<file path="config.mk">
export PLATFORM = sky130hd
export DESIGN_NAME = sdrc_app_arbiter
export DESIGN_NICKNAME = d
export VERILOG_FILES = /design/src/rtl/sdrc_app_arbiter.sv
export SDC_FILE = /design/constraint.sdc
export NUM_CORES = 1
export LEC_CHECK = 0
export BUFFER_PORTS_ARGS = -buffer_cell sky130_fd_sc_hd__buf_2
export CORE_AREA = 8 8 113 115
export DETAILED_ROUTE_END_ITERATION = 7
export DIE_AREA = 0 0 121 123
export PLACE_DENSITY = 0.7
export RECOVER_POWER = 25
export SYNTH_ARGS = -nofsm -noshare
export SYNTH_HDL_FRONTEND = slang
export SYNTH_SLANG_ARGS = --single-unit
</file>
<file path="constraint.sdc">
create_clock -name clk -period 3.55 [get_ports clk]
set_clock_uncertainty 0.15 [all_clocks]
set_input_delay 0.71 -clock clk [delete_from_list [all_inputs] [get_ports clk]]
set_output_delay 0.71 -clock clk [all_outputs]
set_load 0.01 [all_outputs]
</file>
<file path="src/rtl/sdrc_app_arbiter.sv">
// sdrc_app_arbiter: two-requester round-robin arbiter for the SDRAM controller
// application port. Each grant carries one burst: a command phase (CMD) followed
// by the write or read data phase (XFER). The arbiter does not re-arbitrate until
// the burst's last beat has been seen. It flags bursts whose beat count differs
// from the requested length, and also flags zero-length requests.
//
// Handshake semantics (all signals sampled on the rising edge of clk):
//   req[i] is held by requester i until it sees req_ack[i] high for one cycle.
//   app_req is held with stable addr/len/dir until the controller returns
//   app_req_ack; that same cycle is the command transfer.
//   A write beat transfers in any XFER cycle with app_wr_next high. A read beat
//   transfers in any XFER cycle with app_rd_valid high. No back-pressure exists
//   on the data phase.
// dbg_state exposes the FSM encoding (0=IDLE, 1=CMD, 2=XFER) for checkers.
module sdrc_app_arbiter #(
    parameter int APP_AW = 30,
    parameter int APP_DW = 32,
    parameter int APP_BW = 4,
    parameter int BL_W   = 8
) (
    input  logic                  clk,
    input  logic                  reset,
    input  logic [1:0]            req,
    input  logic [2*APP_AW-1:0]   req_addr,
    input  logic [2*BL_W-1:0]     req_len,
    input  logic [1:0]            req_wr_n,
    output logic [1:0]            req_ack,
    input  logic [2*APP_DW-1:0]   wr_data,
    input  logic [2*APP_BW-1:0]   wr_en_n,
    output logic [1:0]            wr_next,
    output logic [APP_DW-1:0]     rd_data,
    output logic [1:0]            rd_valid,
    output logic                  len_err,
    output logic                  busy,
    output logic                  app_req,
    output logic [APP_AW-1:0]     app_req_addr,
    output logic [BL_W-1:0]       app_req_len,
    output logic                  app_req_wr_n,
    input  logic                  app_req_ack,
    output logic [APP_DW-1:0]     app_wr_data,
    output logic [APP_BW-1:0]     app_wr_en_n,
    input  logic                  app_wr_next,
    input  logic                  app_last_wr,
    input  logic [APP_DW-1:0]     app_rd_data,
    input  logic                  app_rd_valid,
    input  logic                  app_last_rd,
    output logic [1:0]            dbg_state
);

    typedef enum logic [1:0] {
        ST_IDLE = 2'd0,
        ST_CMD  = 2'd1,
        ST_XFER = 2'd2
    } state_t;

    state_t state, state_next;

    logic              grant;
    logic              last_grant;
    logic [APP_AW-1:0] addr_q;
    logic [BL_W-1:0]   len_q;
    logic              wr_n_q;
    logic [BL_W:0]     beat_cnt;
    logic              len_err_q;

    logic              arb_valid;
    logic              arb_g;
    logic [BL_W-1:0]   arb_len;
    logic              arb_zero;
    logic              arb_take;
    logic              beat;
    logic              burst_end;
    logic [BL_W+1:0]   cnt_inc;

    // Round-robin pick: a lone requester wins; on contention the one not served last wins.
    always_comb begin
        arb_valid = |req;
        arb_g     = 1'b0;
        case (req)
            2'b01:   arb_g = 1'b0;
            2'b10:   arb_g = 1'b1;
            2'b11:   arb_g = ~last_grant;
            default: arb_g = 1'b0;
        endcase
        arb_len = arb_g ? req_len[2*BL_W-1:BL_W] : req_len[BL_W-1:0];
        // Zero-length requests are answered in IDLE without touching the controller.
        // Reset gating keeps this combinational path quiet while reset is held.
        arb_zero = (state == ST_IDLE) && arb_valid && (arb_len == '0) && !reset;
        arb_take = (state == ST_IDLE) && arb_valid && (arb_len != '0);
    end

    // Data-phase beat and burst-end detection, qualified by the latched direction.
    always_comb begin
        beat      = 1'b0;
        burst_end = 1'b0;
        if (state == ST_XFER) begin
            if (!wr_n_q) begin
                beat      = app_wr_next;
                burst_end = app_wr_next & app_last_wr;
            end else begin
                beat      = app_rd_valid;
                burst_end = app_rd_valid & app_last_rd;
            end
        end
        cnt_inc = {1'b0, beat_cnt} + {{(BL_W+1){1'b0}}, 1'b1};
    end

    // FSM state register.
    always_ff @(posedge clk or posedge reset) begin
        if (reset) begin
            state <= ST_IDLE;
        end else begin
            state <= state_next;
        end
    end

    // FSM next-state logic.
    always_comb begin
        state_next = state;
        case (state)
            ST_IDLE: if (arb_take)    state_next = ST_CMD;
            ST_CMD:  if (app_req_ack) state_next = ST_XFER;
            ST_XFER: if (burst_end)   state_next = ST_IDLE;
            default:                  state_next = ST_IDLE;
        endcase
    end

    // Grant bookkeeping and latching of the granted command fields.
    always_ff @(posedge clk or posedge reset) begin
        if (reset) begin
            grant      <= 1'b0;
            last_grant <= 1'b1;
            addr_q     <= '0;
            len_q      <= '0;
            wr_n_q     <= 1'b0;
        end else begin
            if (arb_take) begin
                grant  <= arb_g;
                addr_q <= arb_g ? req_addr[2*APP_AW-1:APP_AW] : req_addr[APP_AW-1:0];
                len_q  <= arb_len;
                wr_n_q <= req_wr_n[arb_g];
            end else if (arb_zero) begin
                grant      <= arb_g;
                last_grant <= arb_g;
            end
            if (burst_end) begin
                last_grant <= grant;
            end
        end
    end

    // Beat counter (saturating) and the registered length-mismatch flag.
    always_ff @(posedge clk or posedge reset) begin
        if (reset) begin
            beat_cnt  <= '0;
            len_err_q <= 1'b0;
        end else begin
            if (state == ST_CMD && app_req_ack) begin
                beat_cnt <= '0;
            end else if (beat && beat_cnt != '1) begin
                beat_cnt <= beat_cnt + 1'b1;
            end
            len_err_q <= burst_end && (cnt_inc != {2'b00, len_q});
        end
    end

    // Output muxing and per-requester strobes routed to the granted requester only.
    always_comb begin
        req_ack     = 2'b00;
        wr_next     = 2'b00;
        rd_valid    = 2'b00;
        app_wr_en_n = '1;
        if (arb_zero) begin
            req_ack[arb_g] = 1'b1;
        end
        if (state == ST_CMD && app_req_ack) begin
            req_ack[grant] = 1'b1;
        end
        if (state == ST_XFER) begin
            if (!wr_n_q) begin
                wr_next[grant] = app_wr_next;
                app_wr_en_n    = grant ? wr_en_n[2*APP_BW-1:APP_BW] : wr_en_n[APP_BW-1:0];
            end else begin
                rd_valid[grant] = app_rd_valid;
            end
        end
    end

    assign app_wr_data  = grant ? wr_data[2*APP_DW-1:APP_DW] : wr_data[APP_DW-1:0];
    assign rd_data      = app_rd_data;
    assign app_req      = (state == ST_CMD);
    assign app_req_addr = addr_q;
    assign app_req_len  = len_q;
    assign app_req_wr_n = wr_n_q;
    assign busy         = (state != ST_IDLE);
    assign len_err      = len_err_q | arb_zero;
    assign dbg_state    = state;

endmodule
</file>
# [Word-level counts from Yosys, hierarchy flattened]
# Cells that the tools add are included.
[classes] addsub=2 eq_ne=10 n_lt_le_gt_ge=4 bitwise_logic=7 reduce_logical=20 n_mux=33
[ops] cell="32-bit 2-to-1 mux" n=1
[ops] cell="30-bit 2-to-1 mux" n=1
[ops] cell="2-bit 2-to-1 mux" n=9
[ops] cell="9-bit 2-to-1 mux" n=2
[ops] cell="1-bit 2-to-1 mux" n=12
[ops] cell="4-bit 2-to-1 mux" n=3
[ops] cell="9-bit by 1-bit adder with 10-bit output (second input constant)" n=1
[ops] cell="10-bit by 8-bit inequality test with 1-bit output" n=1
[ops] cell="9-bit by 1-bit adder with 9-bit output (second input constant)" n=1
[ops] cell="1-bit logical AND" n=9
[ops] cell="9-bit inequality test (second input constant)" n=1
[ops] cell="8-bit zero test" n=1
[ops] cell="8-bit 2-to-1 mux" n=1
[ops] cell="2-bit nonzero test" n=4
[ops] cell="8-bit nonzero test" n=1
[ops] cell="2-bit equality test (second input constant)" n=3
[ops] cell="2-bit one-hot mux with 3 select lines" n=1
[ops] cell="2-bit bitwise AND" n=2
[ops] cell="1-bit by 2-bit less-than comparator with 1-bit output (second input constant)" n=2
[ops] cell="2-bit by 1-bit inequality test with 1-bit output (second input constant)" n=2
[ops] cell="2-bit inequality test (second input constant)" n=2
[ops] cell="3-bit AND reduction" n=1
[ops] cell="1-bit bitwise AND" n=2
[ops] cell="1-bit demux with 1-bit select" n=2
[ops] cell="10 further kinds" n=11
[totals] register_bits=53 elab_cells=84

# [Longest topological paths before layout]
# Gate-level depths: netlist of run 1.
[depth] ltp_word=9 ltp_mapped=11 ltp_nobuf=10

# [Worst setup path after synthesis of run 1]
# OpenSTA, ideal clock, no wires.
[synth_timing] path_kind="input to output" from="input port reset" to="output port req_ack[0]" arrival_time_ns=2.533 slack_ns=0.157 required_ns=2.690 path_stages=3 cell_sequence="inv_1 -> o211ai_1 -> o22ai_1"
[synth_between] elab_chain_cells=5
[synth_rtl] item="start: declaration" line="22" rtl="input logic reset,"
[synth_rtl] item="1-bit zero test (no source line) *"
[synth_rtl] item="1-bit logical AND *" line="88" rtl="arb_zero = (state == ST_IDLE) && arb_valid && (arb_len == '0) && !reset;"
[synth_rtl] item="2-bit 2-to-1 mux *" line="173" rtl="if (arb_zero) begin"
[synth_rtl] item="2-bit bitwise OR (no source line)"
[synth_rtl] item="2-bit 2-to-1 mux *" line="176" rtl="if (state == ST_CMD && app_req_ack) begin"
[synth_rtl] item="end: declaration" line="27" rtl="output logic [1:0] req_ack,"
# Mark *: on every way between the ends. The rest lies on a longest branch, timed or not.

# [Worst setup path after layout of run 1]
[layout_timing] from="input port req[0]" to="output port req_ack[1]"
[layout_between] elab_chain_cells=9
[layout_rtl] item="start: declaration" line="23" rtl="input logic [1:0] req,"
[layout_rtl] item="2-bit equality test" line="79" rtl="case (req)"
[layout_rtl] item="1-bit one-hot mux with 2 select lines" line="79"
[layout_rtl] item="1-bit by 2-bit less-than comparator with 1-bit output (not written as such) (tied with other cells)" line="174" rtl="req_ack[arb_g] = 1'b1;"
[layout_rtl] item="1-bit logical AND (not written as such) / 8-bit zero test (equally long branches)" line="174, 88"
[layout_rtl] item="1-bit 2-to-1 mux (not written as such) / 1-bit logical AND (equally long branches)" line="174, 88"
[layout_rtl] item="1-bit demux with 1-bit select / 1-bit logical AND (equally long branches)" line="174, 88"
[layout_rtl] item="2-bit 2-to-1 mux *" line="173"
[layout_rtl] item="2-bit bitwise OR (no source line)"
[layout_rtl] item="2-bit 2-to-1 mux *" line="176"
# Marks and branches as above.

==> results of run 1 <==
==> power groups by stage <==
stage	logic (W)	clock network [W]	registers (W)
floorplan	0.000981	0	0.00113
global placement	0.00165	0	0.00103
detailed placement	0.00169	0	0.00103
CTS	0.00169	0.000535	0.00103
global route	0.00183	0.000554	0.00106
finish	0.00166	0.000512	0.00103
==> worst paths after layout <==
check,to,startpoint,cells after the start
setup / recovery,req_ack[1],req[0],6
hold / removal,app_req_addr[3]$_DFFE_PP0P_,app_req_addr[3]$_DFFE_PP0P_,2
setup reg to reg,beat_cnt[5]$_DFFE_PP0P_,beat_cnt[0]$_DFFE_PP0P_,9
hold reg to reg,app_req_addr[3]$_DFFE_PP0P_,app_req_addr[3]$_DFFE_PP0P_,2
max in group asynchronous,app_req_addr[3]$_DFFE_PP0P_,reset,3
min in group asynchronous,beat_cnt[1]$_DFFE_PP0P_,reset,3
==> through the flow <==
step	area [µm²]	setup slack [ns]	total power [W]
after CTS	4730	0.5630	0.003251
after global placement	4578	0.5385	0.002676
after detailed placement	4578	0.5579	0.002719
after global routing	4728	0.4351	0.003442
after floorplan	3513	0.1571	0.002106
final	4728	0.5243	0.003199
==> synth_stat cells (all sizes together) (6+ instances only) <==
| cell | instances |
|---|---|
| o21ai | 55 |
| dfrtp | 52 |
| mux2i | 44 |
| nand3 | 6 |
| nor2 | 16 |
| xnor2 | 7 |
| nand2b | 9 |
| inv | 8 |
| mux2 | 32 |
| and3 | 8 |
| buf | 47 |
| clkbuf | 8 |
| nand2 | 50 |
==> flip-flops by register name, summed over array words and instances, names as in the netlist <==
name	cells
app_req_addr	30
beat_cnt	9
app_req_len	8
dbg_state	2
app_req_wr_n	1
grant	1
last_grant	1
len_err_q	1
==> cell families (layout without fill, tap and decap cells) <==
group / count (synthesis) / in the layout / synth area share, %
AND/OR/NAND/NOR: 101 / 101 / 13.39
multiplexers: 76 / 76 / 22.79
AO/OA/AOI/OAI: 73 / 73 / 11.79
buffers and inverters: 63 / 263 / 11.04
flip-flops: 53 / 53 / 37.79
XOR/XNOR: 10 / 10 / 2.493
adder cells (fa/ha/maj): 2 / 2 / 0.7121
other: 0 / 1 / 0
==> routing by layer <==
layer  routed length, µm  GRT usage [%]
met1                4995          17.97
met2                6496          29.05
met5                   0              0
met3                1224          5.845
met4                 365          7.182
==> final cells by class <==
class                   instances  share of cell area (%)
repair buffers                247                   26.22
well taps                     143                   3.784
flip-flops and latches         53                   28.08
multi-input cells             262                   38.03
clock inverters                 3                  0.5557
diodes                          1                 0.05292
clock buffers                   5                   2.646
inverters                       8                  0.6351
==> critical path, delay by kind of cell <==
kind	cells	cell delay (ns)
buffers and inverters	2	0.28
AND/OR/NAND/NOR	1	0.28
AO/OA/AOI/OAI	3	0.90
==> results.json, run 1 <==
{
  "multi_input_comb_area_mm2": 0.001798,
  "totalNegativeSetupSlack_ns": 0,
  "initial_core_util_pct": 31.72,
  "clock-sinks": 53,
  "grt_pass1_wl_um": 19400,
  "post-cts-setup-buffer-count": 0,
  "gp_congestion": 0.9010,
  "cp_cell_sequence": "buf_2, a21boi_0, and3_1, o211ai_1, o22ai_1, buf_2",
  "clk_pin_slew_ns": 0.07,
  "rsz0062_at_grt": "false",
  "cts_tree": "done",
  "viasPerCell": 4.870,
  "hold_viol_final": 0,
  "rows": 39,
  "synth_top_area_share_pct": 37.04,
  "first_global_vias": 3721,
  "synth-seq-area-share_pct": 37.78,
  "post-synth-top-area-cell": "dfrtp_1",
  "final_cells": 722,
  "cts_resized": 0,
  "pwr-share-comb_pct": 51.9,
  "required_ns": 2.69,
  "die_area_mm2": 0.01488,
  "post-route-min-period_ns": 3.026,
  "cts_buffers": 5,
  "numPortBuffers": 244,
  "fillers": 1122,
  "cap_viol_max_count": 0,
  "leakage_nw": 2.551,
  "place_inst": 713,
  "die_h_um": 123,
  "p_sw_share_pct": 42.31,
  "timing.fmax_mhz": 330.5,
  "yosys_warnings": 0,
  "ioPinCount": 309,
  "synthArstFlopShare_pct": 100.0,
  "drcViolationCount": 0,
  "ys.flop_type": "dfrtp_1",
  "worstSetupEndpointType": "output port",
  "cts.path.max_buffers": 2,
  "p_per_area_mw_per_mm2": 676.5,
  "worst_pin_slew_ns": 1.324,
  "startpoint_type": "input port",
  "firstDrtPassIters": 4,
  "dp_hpwl_um": 10850,
  "finalSetupViolCount": 0,
  "vias": 3516,
  "synth_area_leaders": "dfrtp_1 (37%), mux2i_1 (13%), mux2_2 (10%)",
  "gr-total-overflow": 0,
  "hold_slack_ns": 0.3243,
  "synth_cell_type_count": 43,
  "grt_max_degree": 80,
  "synthCells": 378,
  "drv_slew": 0,
  "antenna_found_initial": 1,
  "final_cell_mix": "buf_2 (243), dfrtp_1 (52), nand2_1 (50)",
  "regArea_mm2": 0.001328,
  "synth_edf_count": 0,
  "cp.arrival_ns": 2.17,
  "fin_util_pct": 42.69,
  "final_antenna_net_count": 0,
  "syn_nets": 571,
  "relSlewSlack_pct": 11.75,
  "wl_per_cell_um": 18.12,
  "first_iter_violations": 78,
  "clk_latency_ns": 0.30,
  "max_stage_delay_ns": 0.40,
  "ff2ff_setup_slack_ns": 0.65,
  "synth-seq-cells": 53,
  "layout_commonest_cell": "buf_2",
  "syn_avg_cell_area_um2": 9.295,
  "path_max_fanout": 5,
  "fp.dieW_um": 121,
  "drive_gt1_share_pct": 50.52,
  "seq_power_share_pct": 32.1,
  "hp-class": "reg -> reg",
  "htreeDepth": 2,
  "fin_crit_sh_pct": 85.23,
  "intPower_w": 0.001845,
  "core_mm2": 0.01108,
  "fin_nets": 770,
  "clock_power_share_pct": 16.0,
  "cts-hold-fix-buffers": 0,
  "cts_root_buffer": "clkbuf_16",
  "p_sw_w": 0.001353,
  "crit_type": "in -> out",
  "cp_common_cell": "buf_2",
  "ir_drop_mv": 0.3025,
  "grt.total_usage_pct": 16.63,
  "status": "complete, no violations",
  "syn_to_final_growth_pct": 34.58,
  "cp_slowest_cell": "a21boi_0",
  "drt_wl_total_um": 13080,
  "netlist_area_mm2": 0.003513
}
Power figures use the tool's default switching activity.
==> inputs of run 2 (changes only) <==
==> constraint.sdc (replaced) <==
create_clock -name clk -period 2.9 [get_ports clk]
set_clock_uncertainty 0.15 [all_clocks]
set_input_delay 0.58 -clock clk [delete_from_list [all_inputs] [get_ports clk]]
set_output_delay 0.58 -clock clk [all_outputs]
set_load 0.01 [all_outputs]
==> run 2 against run 1 <==
  * Final area rose by 0.64%
  * Cell count is 0.14% higher
  * Combinational power rose by 22%
  * Flip-flop and latch count is the same
  * Hold slack improved by 0.0089 ns
  * Sequential power up 22%
  * Global-route usage decreased by 0.32 points
  * Critical endpoint is now req_ack[0]
  * Largest power group unchanged
==> results.json, run 2 (synthesis gave the netlist of run 1 again) <==
{
  "post-cts-setup-buffer-count": 0,
  "rows": 39,
  "startpoint_type": "input port",
  "place_inst": 715,
  "status": "complete, no violations",
  "dp_hpwl_um": 10620,
  "cts_buffers": 5,
  "rsz0062_at_grt": "false",
  "layout_commonest_cell": "buf_2",
  "grt_pass1_wl_um": 19500,
  "final_cells": 723,
  "wl_per_cell_um": 17.41,
  "drv_slew": 0,
  "first_global_vias": 3774,
  "clock-sinks": 53,
  "place_ws_ns": 0.1860,
  "drive_gt1_share_pct": 50.69,
  "initial_core_util_pct": 31.72,
  "drt_wl_total_um": 12580,
  "cp_slowest_cell": "a21boi_0",
  "htreeDepth": 2,
  "fin_nets": 772,
  "drcViolationCount": 0,
  "worst_pin_slew_ns": 1.326,
  "cp.arrival_ns": 2.04,
  "cts_root_buffer": "clkbuf_16",
  "ir_drop_mv": 0.3834,
  "syn_to_final_growth_pct": 35.43,
  "diodes": 0,
  "hp-class": "reg -> reg",
  "largest_register_ffs": 30,
  "post-route-min-period_ns": 2.770,
  "totalNegativeSetupSlack_ns": 0,
  "cts.path.max_buffers": 2,
  "cts-hold-fix-buffers": 0,
  "cts_resized": 0,
  "gp_congestion": 0.9012,
  "antenna_found_initial": 1,
  "relSlewSlack_pct": 11.59,
  "ff2ff_setup_slack_ns": 0.25,
  "clk_latency_ns": 0.29,
  "fp.dieW_um": 121,
  "final_antenna_net_count": 0,
  "power_w": 0.003969,
  "setup_slack_ns": 0.1297,
  "crit_family": "compound AO/OA/AOI/OAI gates",
  "fin_crit_sh_pct": 95.53,
  "core_mm2": 0.01108,
  "cp_common_cell": "buf_2",
  "vias": 3496,
  "first_iter_violations": 124,
  "required_ns": 2.17,
  "path_max_fanout": 5,
  "fin_util_pct": 42.96,
  "clk_pin_slew_ns": 0.07,
  "grt.total_usage_pct": 16.31,
  "p_per_area_mw_per_mm2": 834.0,
  "numPortBuffers": 244,
  "ioPinCount": 309,
  "cts_tree": "done",
  "grt_max_degree": 80,
  "timing.fmax_mhz": 361.0,
  "hold_viol_final": 0,
  "worstPathBufferInverterCount": 2,
  "gr-total-overflow": 0,
  "worstSetupEndpointType": "output port",
  "final_cell_mix": "buf_2 (243), dfrtp_1 (52), nand2_1 (50)",
  "finalSetupViolCount": 0,
  "max_stage_delay_ns": 0.39,
  "cp_cell_sequence": "buf_2, a21boi_0, and3_1, o211ai_1, o22ai_1, buf_2",
  "die_h_um": 123,
  "firstDrtPassIters": 4,
  "crit_type": "in -> out",
  "viasPerCell": 4.835,
  "leakage_nw": 2.568,
  "cap_viol_max_count": 0,
  "die_area_mm2": 0.01488
}
run 2: final timing paths:
| check | startpoint | endpoint | cells past startpoint |
|---|---|---|---|
| max | req[0] | req_ack[0] | 6 |
| min | app_req_addr[7]$_DFFE_PP0P_ | app_req_addr[7]$_DFFE_PP0P_ | 2 |
| max reg2reg | beat_cnt[0]$_DFFE_PP0P_ | beat_cnt[3]$_DFFE_PP0P_ | 9 |
| min reg2reg | app_req_addr[7]$_DFFE_PP0P_ | app_req_addr[7]$_DFFE_PP0P_ | 2 |
| max in group asynchronous | reset | app_req_addr[26]$_DFFE_PP0P_ | 3 |
| min in group asynchronous | reset | beat_cnt[1]$_DFFE_PP0P_ | 3 |
run 2: routing by layer:
metal	GRT usage (%)	share of wire (%)
met1	17.91	39
met2	29.29	50
met3	5.571	9.2
met4	4.684	2.0
met5	0	0.087
run 2: where the power goes:
part / total, W / internal [W] / switching (W)
combinational: 0.00203 / 0.000889 / 0.00114
clock: 0.000680 / 0.000410 / 0.000270
sequential: 0.00126 / 0.00105 / 0.000208
run 2: cell type report:
type / instances / area (µm²)
inverter: 8 / 31.28
fill: 1088 / 6319
timing repair buffer: 249 / 1255
clock buffer: 6 / 128.9
multi-input combinational: 262 / 1798
tap: 143 / 178.9
clock inverter: 2 / 38.79
sequential: 53 / 1328
run 2: worst reg2reg max path: stages (launching register included):
cell	delay, ns
dfrtp_1	0.42
ha_1	0.29
and3_1	0.26
and3_1	0.22
and3_1	0.18
ha_1	0.17
a211o_1	0.24
and2_0	0.26
o21ai_0	0.22
o21ai_0	0.11
run 2: stage by stage:
stage / hold slack (ns) / cell area, µm²
finish: 0.3332 / 4758
detailed placement: 0.3213 / 4597
floorplan: 0.3378 / 3517
global route: 0.3534 / 4758
global placement: 0.3101 / 4597
CTS: 0.3375 / 4765
